**src/rtl/result_uart_tx.sv**
```systemverilog
// Captures the CPU result on the rising edge of halt and sends it as two
// 8N1 UART frames, low byte first.
module result_uart_tx #(
  parameter int unsigned CLKS_PER_BIT = 16
) (
  input  logic        clk,
  input  logic        reset,
  input  logic        halt,
  input  logic [15:0] result,
  output logic        tx,
  output logic        busy,
  output logic        done,
  output logic [15:0] cap
);

  typedef enum logic [1:0] {IDLE, START, DATA, STOP} state_t;

  localparam logic [15:0] BAUD_LAST = 16'(CLKS_PER_BIT - 1);

  state_t      state;
  logic        halt_q;
  logic [2:0]  bit_idx;
  logic [15:0] baud;
  logic        byte_idx;

  logic        trig;
  logic        baud_end;
  logic [7:0]  cur_byte;

  assign trig     = halt & ~halt_q;
  assign baud_end = (baud == BAUD_LAST);
  assign cur_byte = byte_idx ? cap[15:8] : cap[7:0];

  // tx is loaded one bit ahead, so each bit appears the cycle after the
  // edge that moves the FSM into it.
  always_ff @(posedge clk or posedge reset) begin
    if (reset) begin
      tx       <= 1'b1;
      busy     <= 1'b0;
      done     <= 1'b0;
      cap      <= 16'h0000;
      halt_q   <= 1'b0;
      state    <= IDLE;
      bit_idx  <= 3'd0;
      baud     <= 16'd0;
      byte_idx <= 1'b0;
    end else begin
      halt_q <= halt;
      case (state)
        IDLE: begin
          if (trig) begin
            cap      <= result;
            busy     <= 1'b1;
            done     <= 1'b0;
            state    <= START;
            baud     <= 16'd0;
            byte_idx <= 1'b0;
            bit_idx  <= 3'd0;
            tx       <= 1'b0;
          end
        end
        START: begin
          if (baud_end) begin
            baud    <= 16'd0;
            state   <= DATA;
            bit_idx <= 3'd0;
            tx      <= cur_byte[0];
          end else begin
            baud <= baud + 16'd1;
          end
        end
        DATA: begin
          if (baud_end) begin
            baud <= 16'd0;
            if (bit_idx == 3'd7) begin
              state <= STOP;
              tx    <= 1'b1;
            end else begin
              bit_idx <= bit_idx + 3'd1;
              tx      <= cur_byte[bit_idx + 3'd1];
            end
          end else begin
            baud <= baud + 16'd1;
          end
        end
        STOP: begin
          if (baud_end) begin
            baud <= 16'd0;
            if (!byte_idx) begin
              // Second frame follows immediately, no idle gap.
              byte_idx <= 1'b1;
              state    <= START;
              tx       <= 1'b0;
            end else begin
              state <= IDLE;
              busy  <= 1'b0;
              done  <= 1'b1;
            end
          end else begin
            baud <= baud + 16'd1;
          end
        end
        default: state <= IDLE;
      endcase
    end
  end

endmodule

```
**config.mk**
```make
export PLATFORM = sky130hd
export DESIGN_NAME = result_uart_tx
export DESIGN_NICKNAME = d
export VERILOG_FILES = /design/src/rtl/result_uart_tx.sv
export SDC_FILE = /design/constraint.sdc
export NUM_CORES = 1
export LEC_CHECK = 0
export ABC_AREA = 1
export CAP_MARGIN = 5
export CELL_PAD_IN_SITES_DETAIL_PLACEMENT = 1
export CELL_PAD_IN_SITES_GLOBAL_PLACEMENT = 2
export CORE_UTILIZATION = 32
export CTS_BUF_LIST = sky130_fd_sc_hd__clkbuf_4
export CTS_CLUSTER_DIAMETER = 150
export DETAILED_ROUTE_END_ITERATION = 6
export PLACE_DENSITY = 0.82
export SLEW_MARGIN = 30
export SYNTH_ARGS = -nofsm -noshare
export SYNTH_HDL_FRONTEND = slang
export SYNTH_SLANG_ARGS = --single-unit
```
**constraint.sdc**
```tcl
create_clock -name clk -period 2.12 [get_ports clk]
set_clock_uncertainty 0.1 [all_clocks]
set_input_delay 0.53 -clock clk [delete_from_list [all_inputs] [get_ports clk]]
set_output_delay 0.53 -clock clk [all_outputs]
set_load 0.1 [all_outputs]
```
==> metrics.txt <==
Clock Sinks 42; Final Max Slew Viols 0; status finished, final reports clean; r2r setup slk 0.22 ns; warnings from Yosys 0; Setup-failing EPs final 0; routed vias/inst 4.630; WS Path Type reg2reg; DP Wirelength 4253 um; total core area 6794 sq um; die area 7410 sq um; Starting Density 0.3330; sequential share of the synthesized area 0.4652; Fmax achieved ~530 MHz; Leak Pwr 1.419 nW; Yosys reg bits between 40 and 50; width of the die 86.08 um; worst skew pair latency 0.37 ns; Syn Inst Count 286; Remaining DRCs 0; Routed WL approximately 5700 um; Post-Syn Nets 313; GRT Total Usage 0.1745; type of origin of the critical path flop; WL per Instance ~13 um; setup TNS 0 ns; WHS 0.3839 ns; root buffer cell clkbuf_4; # nets final 357; VDD IR max 1.078 mV; initial antenna violation count 0; Hold Buf Count CTS 0; Antenna Nets Post-Route 0; Cell Pwr Density approximately 1700 nW/um^2; Placer Congestion 0.7526; DRT Pass-1 Iters 4; row count 30; capture point of the worst reg-to-reg path baud[13]; initial drt markers 67; PortBufs 37; number of global-route vias before repair 2128; Worst-Margin Slew 0.4541 ns; Netlist cell types 28; Setup crit end kind flop; number of diodes 0; worst min path class in2async; PostCTS Resize Cnt 0; Synth Area per Inst 7.910 sq um; R2R Path Start state[0]; wire length of the first global-routing pass about 10000 um; H-tree depth 2; Max Fanout on Critical Path 5; synthesized area 2262 sq um; R2R cell count 8; layout cells sized above 1 0.1662; final hold viol count 0; Num CTS Buffers 5; CP arrival 2.06 ns; Layout area overhead 34.90%; Die H between 80 and 90 um; max-capacitance violation count 0; Setup Buffers After CTS 0; Worst-path clk slew approximately 0.15 ns; Data required, critical path ~2.3 ns; pin count of the biggest net entering global routing 43; Ports 38; Clock Path Buffers 2; slew margin rel. 0.6973; vias 1977; fin crit period 1.900 ns; CTS tree done; GRT Residual Overflow 0; RSZ-0062 raised after global routing no; final critical-path share of the clock period 0.8964
==> state kept, by name (all words and copies together), names as in the netlist <==
| name | count |
|---|---|
| done | 1 |
| bit_idx | 3 |
| baud | 16 |
| tx | 1 |
| busy | 1 |
| cap | 16 |
| byte_idx | 1 |
| state | 2 |
| halt_q | 1 |
==> critical path, cell delays in order, from the launching register on <==
cell and delay [ns]:
dfrtp_1 0.44, inv_1 0.12, ha_1 0.28, nand2_1 0.16
nand3_1 0.16, nor2_1 0.24, nand2_1 0.09, nor3_1 0.13
nor3_1 0.07
==> how the worst max path moves through the flow <==
stage / endpoint / slack, ns / from
CTS: baud[13] / 0.19 / state[0]
detailed placement: baud[13] / 0.03 / halt
floorplan: tx / 0.40 / cap[8]
finish: baud[13] / 0.22 / state[0]
global placement: baud[13] / 0.08 / halt
global route: baud[13] / 0.05 / state[0]
==> synthesized netlist by cell type, drive strengths merged <==
cell	count	area (sq um)
nor3	5	25.02
clkbuf	3	11.26
nand4	4	25.02
nor2	40	172.7
a21oi	16	83.83
o22ai	2	12.51
dfstp	1	26.28
o21ai	16	80.07
buf	4	20.02
or2	2	12.51
ha	8	100.1
nand3b	1	7.510
a211oi	1	7.510
inv	40	150.1
nand2	66	255.3
nor4	1	12.51
dfrtp	41	1026
xor2	2	17.52
nand3	24	130.1
a31oi	2	12.51
mux2	5	56.30
xnor2	2	17.52
==> cell type report <==
cell class              instances  area (sq um)
multi-input cells             197          1028
clock inverters                 3         25.02
flip-flops and latches         42          1052
clock buffers                   5         37.54
fillers                       815          3742
well taps                      96         120.1
repair buffers                 44         638.1
inverters                      40         150.1
==> logic make-up after synthesis <==
family	share of synthesized area
AOI/OAI and AO/OA	0.08683
xor gates and xnor gates	0.01549
adders and majority gates	0.04425
DFF	0.4652
and+or+nand+nor	0.2832
buffers and inverters	0.08020
muxes	0.02489
==> power breakdown <==
| part | total (W) | switching (W) | internal [W] |
|---|---|---|---|
| combinational | 0.00331 | 0.00216 | 0.00115 |
| clock | 0.000449 | 0.000313 | 0.000136 |
| sequential | 0.00135 | 0.000302 | 0.00105 |
| total | 0.00511 | 0.00278 | 0.00233 |
==> per-layer routing <==
metal  GRT usage  wire [um]
met1      0.2412       2863
met2      0.2756       2636
met3     0.03561        154
met4     0.05000         67
met5           0          0
==> through the flow <==
stage,setup slack [ns],power [W],std cells,area [sq um],utilization
final,0.2197,0.005110,427,3052,0.4492
after global routing,0.05164,0.005424,427,3052,0.4492
after CTS,0.1921,0.005175,427,3052,0.4492
after detailed placement,0.02895,0.004715,419,2989,0.4400
after global placement,0.08397,0.004671,419,2989,0.4400
after floorplan,0.4014,0.003451,286,2262,-
==> layout by cell type, fill, tap and decap left out <==
cell | Yosys | routed
nand4_1 | 4 | 4
clkbuf_4 | 0 | 5
xnor2_1 | 2 | 2
nand2_2 | 3 | 3
a211oi_1 | 1 | 1
clkinvlp_4 | 0 | 1
inv_6 | 0 | 1
nor2_4 | 3 | 3
a31oi_1 | 2 | 2
a21oi_1 | 15 | 15
nand2_1 | 63 | 63
xor2_1 | 2 | 2
inv_2 | 3 | 3
dfrtp_1 | 41 | 41
clkdlybuf4s50_1 | 0 | 18
a21oi_2 | 1 | 1
buf_4 | 0 | 5
nor2_1 | 37 | 37
or2_2 | 2 | 2
nor4_2 | 1 | 1
ha_1 | 8 | 8
inv_1 | 37 | 36
buf_12 | 0 | 21
nand3b_1 | 1 | 1
mux2_2 | 5 | 5
o21ai_0 | 7 | 7
nor3_1 | 5 | 5
dfstp_2 | 1 | 1
clkinv_1 | 0 | 1
o21ai_1 | 9 | 9
clkinv_4 | 0 | 1
nand3_2 | 2 | 2
o22ai_1 | 2 | 2
nand3_1 | 22 | 22
Power figures use the tool's default switching activity.
